## src/rtl/mem_access_unit_pkg.sv

```systemverilog
// -----------------------------------------------------------------------------
// mem_access_unit_pkg
// Shared constants for the memory stage and the decode controller:
//   - load type codes  (LT_*) as carried on mem_load_type
//   - store type codes (ST_*) as carried on mem_store_type
//   - FSM state encodings of mem_access_unit
//   - req_t: the request latched at access start and held on the bus
//   - helpers that build byte enables / replicated write data and
//     classify an access as misaligned
// -----------------------------------------------------------------------------
package mem_access_unit_pkg;

    localparam logic [2:0] LT_LB   = 3'b000;
    localparam logic [2:0] LT_LH   = 3'b001;
    localparam logic [2:0] LT_LW   = 3'b010;
    localparam logic [2:0] LT_LBU  = 3'b011;
    localparam logic [2:0] LT_LHU  = 3'b100;
    localparam logic [2:0] LT_NONE = 3'b111;

    localparam logic [1:0] ST_SB   = 2'b00;
    localparam logic [1:0] ST_SH   = 2'b01;
    localparam logic [1:0] ST_SW   = 2'b10;
    localparam logic [1:0] ST_NONE = 2'b11;

    localparam logic [1:0] S_IDLE  = 2'd0;
    localparam logic [1:0] S_REQ   = 2'd1;
    localparam logic [1:0] S_DONE  = 2'd2;

    // Everything about the access except the address, frozen at start.
    typedef struct packed {
        logic        we;
        logic [2:0]  ltype;
        logic [1:0]  off;
        logic [3:0]  be;
        logic [31:0] wdata;
    } req_t;

    // Halfword lanes follow addr[1] only, so addr[0] never shifts them.
    function automatic logic [3:0] store_be(input logic [1:0] st, input logic [1:0] off);
        logic [3:0] be;
        case (st)
            ST_SB:   be = 4'b0001 << off;
            ST_SH:   be = off[1] ? 4'b1100 : 4'b0011;
            default: be = 4'b1111;
        endcase
        return be;
    endfunction

    // Replicate the store operand across every lane it could land in; the
    // byte enables pick the lane, so the slave never needs to shift data.
    function automatic logic [31:0] store_lanes(input logic [1:0] st, input logic [31:0] d);
        logic [31:0] w;
        case (st)
            ST_SB:   w = {4{d[7:0]}};
            ST_SH:   w = {2{d[15:0]}};
            default: w = d;
        endcase
        return w;
    endfunction

    function automatic logic is_misaligned(input logic       is_load,
                                           input logic [2:0] lt,
                                           input logic [1:0] st,
                                           input logic [1:0] off);
        logic m;
        if (is_load) begin
            case (lt)
                LT_LH, LT_LHU: m = off[0];
                LT_LW:         m = (off != 2'b00);
                default:       m = 1'b0;
            endcase
        end else begin
            case (st)
                ST_SH:   m = off[0];
                ST_SW:   m = (off != 2'b00);
                default: m = 1'b0;
            endcase
        end
        return m;
    endfunction

endpackage

```

## src/rtl/mem_access_unit_if.sv

```systemverilog
// -----------------------------------------------------------------------------
// mem_access_unit_if
// Word-aligned req/ack data bus between the memory stage and data memory.
//   bus_req   master->slave  request, held until bus_ack
//   bus_we    master->slave  1 = write
//   bus_addr  master->slave  word-aligned byte address ([1:0] = 00)
//   bus_wdata master->slave  lane-replicated write data
//   bus_be    master->slave  byte enables
//   bus_rdata slave->master  read word, valid with bus_ack
//   bus_ack   slave->master  completion, meaningful only while bus_req = 1
// -----------------------------------------------------------------------------
interface mem_access_unit_if #(
    parameter int ADDR_W = 32,
    parameter int DATA_W = 32
);
    logic              bus_req;
    logic              bus_we;
    logic [ADDR_W-1:0] bus_addr;
    logic [DATA_W-1:0] bus_wdata;
    logic [3:0]        bus_be;
    logic [DATA_W-1:0] bus_rdata;
    logic              bus_ack;

    modport master (
        output bus_req, bus_we, bus_addr, bus_wdata, bus_be,
        input  bus_rdata, bus_ack
    );

    modport slave (
        input  bus_req, bus_we, bus_addr, bus_wdata, bus_be,
        output bus_rdata, bus_ack
    );
endinterface

```

## src/rtl/mem_access_unit_load_formatter.sv

```systemverilog
// -----------------------------------------------------------------------------
// mem_access_unit_load_formatter
// Purely combinational: selects the byte/halfword addressed by off from a bus
// word and sign- or zero-extends it according to the load type.
//   rdata_i  read word from the bus
//   ltype_i  load type code (LT_*)
//   off_i    byte offset within the word (addr[1:0])
//   data_o   extended load result (0 for non-load codes)
// -----------------------------------------------------------------------------
module mem_access_unit_load_formatter
    import mem_access_unit_pkg::*;
(
    input  logic [31:0] rdata_i,
    input  logic [2:0]  ltype_i,
    input  logic [1:0]  off_i,
    output logic [31:0] data_o
);

    logic [7:0]  byte_sel;
    logic [15:0] half_sel;

    always_comb begin
        case (off_i)
            2'd0:    byte_sel = rdata_i[7:0];
            2'd1:    byte_sel = rdata_i[15:8];
            2'd2:    byte_sel = rdata_i[23:16];
            default: byte_sel = rdata_i[31:24];
        endcase
        // off_i[0] is deliberately ignored: halfwords are addressed by bit 1.
        half_sel = off_i[1] ? rdata_i[31:16] : rdata_i[15:0];
    end

    always_comb begin
        case (ltype_i)
            LT_LB:   data_o = {{24{byte_sel[7]}}, byte_sel};
            LT_LBU:  data_o = {24'd0, byte_sel};
            LT_LH:   data_o = {{16{half_sel[15]}}, half_sel};
            LT_LHU:  data_o = {16'd0, half_sel};
            LT_LW:   data_o = rdata_i;
            default: data_o = 32'd0;
        endcase
    end

endmodule

```

## src/rtl/mem_access_unit.sv

```systemverilog
// -----------------------------------------------------------------------------
// mem_access_unit
// Memory-stage access engine. Turns one decoded load or store into a single
// word-aligned req/ack bus transaction and stalls the pipeline until it ends.
//
// Ports
//   clk, rst        clock, synchronous active-high reset
//   mem_write       store request from EX/MEM
//   wb_load         load request from EX/MEM (wins when both are set)
//   mem_load_type   LT_* code, LT_NONE = no load
//   mem_store_type  ST_* code, ST_NONE = no store
//   addr            byte address from the ALU
//   store_data      rs2 value
//   load_data       formatted load result, held until the next load completes
//   stall           hold front-end and EX/MEM (combinational in the start cycle)
//   done            one-cycle pulse when the access completes
//   misaligned      pulse together with done for a trapped access
//   bus             master side of mem_access_unit_if
//
// Build option
//   MISALIGN_TRAP_EN  misaligned halfword/word accesses skip the bus and
//                     finish in one stall cycle with misaligned = 1. Without
//                     it, misaligned is 0 and low address bits are ignored,
//                     so the access is forced aligned.
//
// Sequence: IDLE -(start)-> REQ -(bus_ack)-> DONE -> IDLE
// -----------------------------------------------------------------------------
module mem_access_unit
    import mem_access_unit_pkg::*;
#(
    parameter int ADDR_W = 32,
    parameter int DATA_W = 32
) (
    input  logic              clk,
    input  logic              rst,
    input  logic              mem_write,
    input  logic              wb_load,
    input  logic [2:0]        mem_load_type,
    input  logic [1:0]        mem_store_type,
    input  logic [ADDR_W-1:0] addr,
    input  logic [DATA_W-1:0] store_data,
    output logic [DATA_W-1:0] load_data,
    output logic              stall,
    output logic              done,
    output logic              misaligned,
    mem_access_unit_if.master bus
);

    logic [1:0]        state_q,     state_d;
    logic [ADDR_W-1:0] addr_q,      addr_d;
    req_t              r_q,         r_d;
    logic [DATA_W-1:0] load_data_q, load_data_d;
    logic              req_q,       req_d;
    logic              done_q,      done_d;
    logic              mis_q,       mis_d;

    logic              is_load;
    logic              is_store;
    logic              start;
    logic              trap;
    logic [31:0]       fmt_data;

    assign is_load  = wb_load   && (mem_load_type  != LT_NONE);
    assign is_store = mem_write && (mem_store_type != ST_NONE);
    assign start    = is_load || is_store;

`ifdef MISALIGN_TRAP_EN
    assign trap = is_misaligned(is_load, mem_load_type, mem_store_type, addr[1:0]);
`else
    assign trap = 1'b0;
`endif

    // Formats with the latched type/offset so the pipeline inputs may change
    // freely while the bus transaction is outstanding.
    mem_access_unit_load_formatter u_fmt (
        .rdata_i (bus.bus_rdata),
        .ltype_i (r_q.ltype),
        .off_i   (r_q.off),
        .data_o  (fmt_data)
    );

    always_comb begin
        state_d     = state_q;
        addr_d      = addr_q;
        r_d         = r_q;
        load_data_d = load_data_q;
        req_d       = 1'b0;
        done_d      = 1'b0;
        mis_d       = 1'b0;
        stall       = 1'b0;

        case (state_q)
            S_IDLE: begin
                if (start) begin
                    stall = 1'b1;
                    if (trap) begin
                        state_d = S_DONE;
                        done_d  = 1'b1;
                        mis_d   = 1'b1;
                    end else begin
                        state_d  = S_REQ;
                        req_d    = 1'b1;
                        addr_d   = {addr[ADDR_W-1:2], 2'b00};
                        r_d.we   = !is_load;
                        r_d.ltype = mem_load_type;
                        r_d.off  = addr[1:0];
                        r_d.be   = is_load ? 4'b1111 : store_be(mem_store_type, addr[1:0]);
                        r_d.wdata = is_load ? 32'd0 : store_lanes(mem_store_type, store_data);
                    end
                end
            end
            S_REQ: begin
                stall = 1'b1;
                if (bus.bus_ack) begin
                    state_d = S_DONE;
                    done_d  = 1'b1;
                    if (!r_q.we) begin
                        load_data_d = fmt_data;
                    end
                end else begin
                    req_d = 1'b1;
                end
            end
            // The pipeline advances on the edge leaving DONE, so the same
            // instruction is still presented here and must not restart.
            S_DONE:  state_d = S_IDLE;
            default: state_d = S_IDLE;
        endcase
    end

    always_ff @(posedge clk) begin
        if (rst) begin
            state_q     <= S_IDLE;
            addr_q      <= '0;
            r_q         <= '0;
            load_data_q <= '0;
            req_q       <= 1'b0;
            done_q      <= 1'b0;
            mis_q       <= 1'b0;
        end else begin
            state_q     <= state_d;
            addr_q      <= addr_d;
            r_q         <= r_d;
            load_data_q <= load_data_d;
            req_q       <= req_d;
            done_q      <= done_d;
            mis_q       <= mis_d;
        end
    end

    assign bus.bus_req   = req_q;
    assign bus.bus_we    = r_q.we;
    assign bus.bus_addr  = addr_q;
    assign bus.bus_wdata = r_q.wdata;
    assign bus.bus_be    = r_q.be;

    assign load_data  = load_data_q;
    assign done       = done_q;
    assign misaligned = mis_q;

endmodule

```

## src/flat_wrapper.sv

```systemverilog
// flat-port wrapper written by rule: the top's interface ports become plain ports
module mem_access_unit_flat import mem_access_unit_pkg::*;
#(
    parameter int ADDR_W = 32,
    parameter int DATA_W = 32
)
  (clk, rst, mem_write, wb_load, mem_load_type, mem_store_type, addr, store_data, load_data, stall, done, misaligned, bus_bus_req, bus_bus_we, bus_bus_addr, bus_bus_wdata, bus_bus_be, bus_bus_rdata, bus_bus_ack);
  mem_access_unit_if #(.ADDR_W(ADDR_W), .DATA_W(DATA_W)) bus_i ();
  input  logic clk;
  input  logic rst;
  input  logic mem_write;
  input  logic wb_load;
  input  logic [2:0] mem_load_type;
  input  logic [1:0] mem_store_type;
  input  logic [ADDR_W-1:0] addr;
  input  logic [DATA_W-1:0] store_data;
  output logic [DATA_W-1:0] load_data;
  output logic stall;
  output logic done;
  output logic misaligned;
  output wire logic [$bits(bus_i.bus_req)-1:0] bus_bus_req;
  output wire logic [$bits(bus_i.bus_we)-1:0] bus_bus_we;
  output wire logic [$bits(bus_i.bus_addr)-1:0] bus_bus_addr;
  output wire logic [$bits(bus_i.bus_wdata)-1:0] bus_bus_wdata;
  output wire logic [$bits(bus_i.bus_be)-1:0] bus_bus_be;
  input wire logic [$bits(bus_i.bus_rdata)-1:0] bus_bus_rdata;
  input wire logic [$bits(bus_i.bus_ack)-1:0] bus_bus_ack;
  assign bus_bus_req = bus_i.bus_req;
  assign bus_bus_we = bus_i.bus_we;
  assign bus_bus_addr = bus_i.bus_addr;
  assign bus_bus_wdata = bus_i.bus_wdata;
  assign bus_bus_be = bus_i.bus_be;
  assign bus_i.bus_rdata = bus_bus_rdata;
  assign bus_i.bus_ack = bus_bus_ack;
  mem_access_unit #(.ADDR_W(ADDR_W), .DATA_W(DATA_W)) u_core (.clk(clk), .rst(rst), .mem_write(mem_write), .wb_load(wb_load), .mem_load_type(mem_load_type), .mem_store_type(mem_store_type), .addr(addr), .store_data(store_data), .load_data(load_data), .stall(stall), .done(done), .misaligned(misaligned), .bus(bus_i));
endmodule
```

## config.mk

```make
export PLATFORM = sky130hd
export DESIGN_NAME = mem_access_unit_flat
export DESIGN_NICKNAME = d
export VERILOG_FILES = /design/src/rtl/mem_access_unit_pkg.sv /design/src/rtl/mem_access_unit_if.sv /design/src/rtl/mem_access_unit_load_formatter.sv /design/src/rtl/mem_access_unit.sv /design/src/flat_wrapper.sv
export SDC_FILE = /design/constraint.sdc
export NUM_CORES = 1
export LEC_CHECK = 0
export CORE_AREA = 2 2 119 121
export CTS_CLUSTER_SIZE = 30
export DETAILED_ROUTE_END_ITERATION = 10
export DIE_AREA = 0 0 121 123
export PLACE_DENSITY = 0.84
export SETUP_SLACK_MARGIN = 0.05
export SYNTH_ARGS = -nofsm -noshare
export SYNTH_HDL_FRONTEND = slang
export SYNTH_SLANG_ARGS = --single-unit
```

## constraint.sdc

```tcl
create_clock -name clk -period 2.1 [get_ports clk]
set_input_delay 0.63 -clock clk [delete_from_list [all_inputs] [get_ports clk]]
set_output_delay 0.63 -clock clk [all_outputs]
set_load 0.01 [all_outputs]
```

# --- Word-level counts from Yosys, hierarchy flattened ---
# Index checks and enable logic that the tools add are counted.
word_totals:
  elab_cells: 53
  out_inout_bits: 105
  ff_bits: 108
  inputBits: 106
classes:
  reduce_logical: 12
  n_eq_ne: 12
  mux: 16
  n_shift: 1
  bitwise: 2
ops:
  columns: ["cell", "n"]
  rows:
  - ["32-bit case mux with 5 select lines", 1]
  - ["32-bit case mux with 2 select lines", 1]
  - ["32-bit two-way mux", 1]
  - ["8-bit case mux with 3 select lines", 1]
  - ["16-bit two-way mux", 1]
  - ["4-bit two-way mux", 2]
  - ["4-bit case mux with 2 select lines", 1]
  - ["2-bit by 1-bit equality test with 1-bit output, second input constant", 3]
  - ["3-bit by 2-bit equality test with 1-bit output, second input constant", 2]
  - ["2-bit logical NOT", 3]
  - ["2-bit two-way mux", 2]
  - ["2-bit != test, second input constant", 2]
  - ["1-bit case mux with 2 select lines", 2]
  - ["2-bit case mux with 2 select lines", 1]
  - ["2-bit AND reduction", 2]
  - ["1-bit by 2-bit left shift with 4-bit output, first input constant", 1]
  - ["3-bit by 1-bit equality test with 1-bit output, second input constant", 1]
  - ["3-bit equality test, second input constant", 1]
  - ["3-bit logical NOT", 1]
  - ["1-bit two-way mux", 3]
  - ["3-bit != test, second input constant", 1]
  - ["3-bit AND reduction", 1]
  - ["2-bit equality test, second input constant", 1]
  - ["1-bit logical AND", 2]
  - ["other kinds (5)", 6]

# --- Longest topological paths before layout ---
depth:
  word_depth: 5
  ltp_mapped: 7
  mapped_depth_nobuf: 4

# --- Cells and area by module ---
# From an unflattened synthesis, not the netlist that was laid out.
hier_totals:
  hier_cells: 623
  area_unflattened_um2: 5775.5
by_module_without_submodules:
  columns: ["module", "area_each_um2", "instances", "cells_each", "seq_area_each_um2"]
  rows:
  - ["mem_access_unit", 4715.8, 1, 492, 2162.1]
  - ["mem_access_unit_load_formatter", 1059.8, 1, 131, 0.0]

# --- Worst setup path after synthesis ---
# No wires, ideal clock.
synth_path:
  kind: "input -> output"
  startpoint: "input port mem_store_type[1]"
  endpoint: "output port stall"
  setup_slack_ns: -0.101
  required_time_ns: 1.470
  t_arrival_ns: 1.571
  path_stages: 5
  cell_sequence: "buf_6 a21bo_2 a21boi_2 clkbuf_1 a21oi_1"
synth_between:
  elab_chain_len: 5
synth_lines:
  columns: ["item", "line", "text"]
  rows:
  - ["start, declared", "flat_wrapper.sv:14", "input logic [1:0] mem_store_type;"]
  - ["2-bit != test", "mem_access_unit.sv:64", "assign is_store = mem_write && (mem_store_type != ST_NONE);"]
  - ["1-bit logical AND", "mem_access_unit.sv:64", null]
  - ["1-bit logical OR", "mem_access_unit.sv:65", "assign start = is_load || is_store;"]
  - ["1-bit two-way mux", null, null]
  - ["1-bit case mux with 2 select lines", "mem_access_unit.sv:92", "case (state_q)"]
  - ["end, declared", "flat_wrapper.sv:18", "output logic stall;"]
# No other way between the ends.

# --- Worst setup path in the final report ---
layout_path:
  startpoint: "input port bus_bus_rdata[31]"
  endpoint: "register u_core.load_data_q[11] (netlist: u_core.load_data[11])"
layout_between:
  elab_chain_len: 2
layout_lines:
  columns: ["item", "line", "text"]
  rows:
  - ["start, declared", "flat_wrapper.sv:26", "input wire logic [$bits(bus_i.bus_rdata)-1:0] bus_bus_rdata;"]
  - ["8-bit case mux with 3 select lines", "mem_access_unit_load_formatter.sv:23", "case (off_i)"]
  - ["32-bit case mux with 5 select lines", "mem_access_unit_load_formatter.sv:34", "case (ltype_i)"]
  - ["end signal, assigned", "mem_access_unit.sv:144", "load_data_q <= load_data_d;"]
  - ["end, declared", "mem_access_unit.sv:52", "logic [DATA_W-1:0] load_data_q, load_data_d;"]
# No other way between the ends.
# A chain may end at the register's enable or synchronous reset.

==> flow_summary.json <==
{
  "grt_max_degree": 38,
  "hp-class": "register to register",
  "clk_pin_slew_worst_paths_ps": 70,
  "hold_depth": 2,
  "grt_antenna_before_repair": 1,
  "nFillCells": 1204,
  "period_share_pct": 95.5,
  "htree_levels": 3,
  "place.gp.congestion": 0.889,
  "ant_nets": 0,
  "drive_gt1_share_pct": 15.6,
  "die_area_sq_mm": 0.0149,
  "drc": 0,
  "crit_chain": "clkdlybuf4s50_1 > mux4_2 > and3b_1 > a21oi_1 > o211ai_1",
  "die_h_um": 123,
  "core_sq_mm": 0.0136,
  "ff_latch_area_sq_mm": 0.00216,
  "synth_seq_cells": 108,
  "slew_viol_final": 0,
  "required_ps": 2330,
  "combPwrFrac_pct": 23.4,
  "post-route-min-period_ps": 2010,
  "vias_per_cell": 5.42,
  "leakage_nw": 2.86,
  "synth_cell_types": 58,
  "syn_area_sq_mm": 0.00525,
  "cts_tree": "done",
  "track_usage_pct": 21.2,
  "r2r.worst_path.cells": 4,
  "initial_utilization_pct": 38.5,
  "rr_endpoint": "u_core.load_data[11]",
  "tightest_slew_ps": 597,
  "peakVddDrop_v": 0.000321,
  "rsz0062_at_grt": "yes",
  "critPathMaxStageDelay_ps": 510,
  "drv_cap": 0,
  "finClkSkew_ps": 9.05,
  "dp_hpwl_mm": 11.5,
  "totalWireLength_mm": 16.0,
  "synth-seq-area-share_pct": 41.2,
  "cp_num_buf_inv": 1,
  "status": "finished clean",
  "grt_pass1_vias": 4798,
  "synth_flop_cell": "dfxtp_1",
  "final_core_util_pct": 57.1,
  "pwr-share-seq_pct": 41.8,
  "io_buffers": 207,
  "relSlewSlack_pct": 60.0,
  "ys_async_sr_fraction_pct": 0,
  "multi_input_area_sq_mm": 0.00253,
  "clockBufferDepth": 2,
  "crit_fanout": 7,
  "synth_cells": 552,
  "r2r_start": "u_core.r_q[36]",
  "critical_path_cell_count": 5,
  "syn_area_per_cell_sq_um": 9.50,
  "ios": 211,
  "crit_path_end": "u_core.load_data[11]",
  "startpoint": "bus_bus_rdata[31]",
  "power_density_mw_per_mm2": 700,
  "rrSetupSlack_ps": 350,
  "cpMaxStageDelayCell": "mux4_2",
  "cts_root_buf": "clkbuf_16",
  "synth-edff-count": 0,
  "area_growth_pct": 48.1,
  "rows": 43,
  "arrival_ps": 2230,
  "hold_buffers": 0,
  "internal_power_w": 0.00400,
  "vias": 4980,
  "ys_warn_count": 0,
  "tns_ps": 0,
  "die_w_um": 121,
  "fin_nets": 840,
  "clockPowerShare_pct": 34.9,
  "numCtsBuffers": 9,
  "cpLargestDelayFamily": "multiplexers",
  "cp-end-kind": "register",
  "p_switching_w": 0.00144,
  "detail_route.wl_per_cell_um": 17.4,
  "first_pass_iters": 5,
  "clock_insertion_delay_worst_skew_ps": 350,
  "num_antenna_cells": 0,
  "crit_type": "input port to register",
  "cts_num_sinks": 108,
  "netSwitchingFraction_pct": 26.4,
  "grt-ovfl-total": 0,
  "start_kind": "input port",
  "hold_viol": 0,
  "setup_viol": 0,
  "grt_pass1_wl_mm": 24.7,
  "fmax_mhz": 498,
  "drt-initial-drc-count": 432
}
[worst register-to-register path, cell delays in order, from the launching register on]
cell and delay (ps):
dfxtp_1 450, mux4_2 550, and3b_1 290, a21oi_1 240
o211ai_1 110
[final cells by class]
class                      count  share of cell area (%)
clock inverter                 3                   0.886
sequential                   108                    27.8
inverter                       5                   0.242
timing repair buffer         258                    32.1
tap                          180                    2.90
clock buffer                  12                    3.43
multi-input combinational    352                    32.6
[metrics by stage]
stage | cells | hold slack, ps | power (W) | cell area (sq um) | worst slack [ps]
floorplan | 554 | 434 | 0.00295 | 5280 | 62.1
global placement | 902 | 434 | 0.00357 | 7450 | -681
detailed placement | 902 | 445 | 0.00359 | 7450 | -703
CTS | 918 | 462 | 0.00549 | 7780 | 35.9
global route | 918 | 480 | 0.00566 | 7770 | 44.6
finish | 918 | 455 | 0.00544 | 7770 | 93.7
[state kept, by name, summed over array words and instances (netlist names), 2 cells and up]
signal	flops
u_core.bus.bus_wdata	32
u_core.load_data	32
u_core.bus.bus_addr	30
u_core.r_q	5
u_core.bus.bus_be	4
u_core.state_q	2
[cell usage in the layout, fill, tap and decap left out, drive strengths merged, types with 6 or more instances in the layout]
cell,count
a21oi,45
a221oi,16
a22o,16
a22oi,25
buf,56
clkbuf,15
clkdlybuf4s50,198
dfxtp,108
mux2i,25
mux4,8
nand2,46
nand3,52
nor2,6
o211ai,6
o21ai,47
o2bb2ai,16
[routing by layer]
metal | vias to the layer above | routed length [um] | track usage [%]
met4 | 2 | 544 | 11.2
met3 | 36 | 1270 | 4.89
met5 | - | 13 | 0
met1 | 2349 | 6450 | 25.4
li1 | 2368 | - | -
met2 | 225 | 7700 | 35.4
[cells in the mapped netlist (2+ instances only)]
master	count	area, sq um
dfxtp_1	108	2160
nand3_1	50	250
buf_4	47	353
o21ai_0	47	235
nand2_1	46	173
a21oi_1	44	220
a22oi_1	25	188
mux2i_1	25	250
clkbuf_1	19	71.3
buf_2	17	85.1
a221oi_1	16	140
a22o_1	16	140
o2bb2ai_2	9	135
mux4_2	8	180
o211ai_1	6	45.0
o2bb2ai_1	6	52.6
inv_1	5	18.8
nor2_1	5	18.8
o221a_2	4	45.0
buf_6	3	33.8
a21bo_2	2	20.0
buf_1	2	7.51
nand3_2	2	20.0
nor2b_1	2	12.5
nor3_1	2	10.0
nor3b_2	2	25.0
nor4b_1	2	17.5
o21a_1	2	15.0
[what timing repair did]
| item | CTS | global route |
|---|---|---|
| pin swaps | 4 | 2 |
| setup endpoints to repair | 20 | 2 |
| setup buffers | 1 | 0 |
| resized for setup | 23 | 6 |
| gates cloned | 0 | 0 |
[power by group through the flow]
stage	Combinational, W	Sequential [W]	Clock (W)
2_1_floorplan	0.000621	0.00233	0
3_3_place_gp	0.00125	0.00231	0
3_5_place_dp	0.00127	0.00232	0
4_1_cts	0.00128	0.00227	0.00194
5_1_grt	0.00137	0.00229	0.00201
6_report	0.00127	0.00227	0.00190
[worst min path at each step]
stage | end | start
floorplan | u_core.bus.bus_wdata[19] | u_core.bus.bus_wdata[19]
global placement | u_core.load_data[3] | u_core.load_data[3]
detailed placement | u_core.load_data[3] | u_core.load_data[3]
CTS | u_core.load_data[3] | u_core.load_data[3]
global route | u_core.bus.bus_wdata[23] | u_core.bus.bus_wdata[23]
finish | u_core.load_data[3] | u_core.load_data[3]
[kinds of logic after synthesis]
group                  after synthesis  share of synthesized area, %
multiplexers                        33                          8.21
AND/OR/NAND/NOR                    128                          13.2
buffers and inverters               94                          11.2
other                                1                        0.0715
flip-flops                         108                          41.2
AO/OA/AOI/OAI                      186                          25.7
XOR/XNOR                             2                         0.334
No activity file was read; power rests on OpenSTA's default activity.
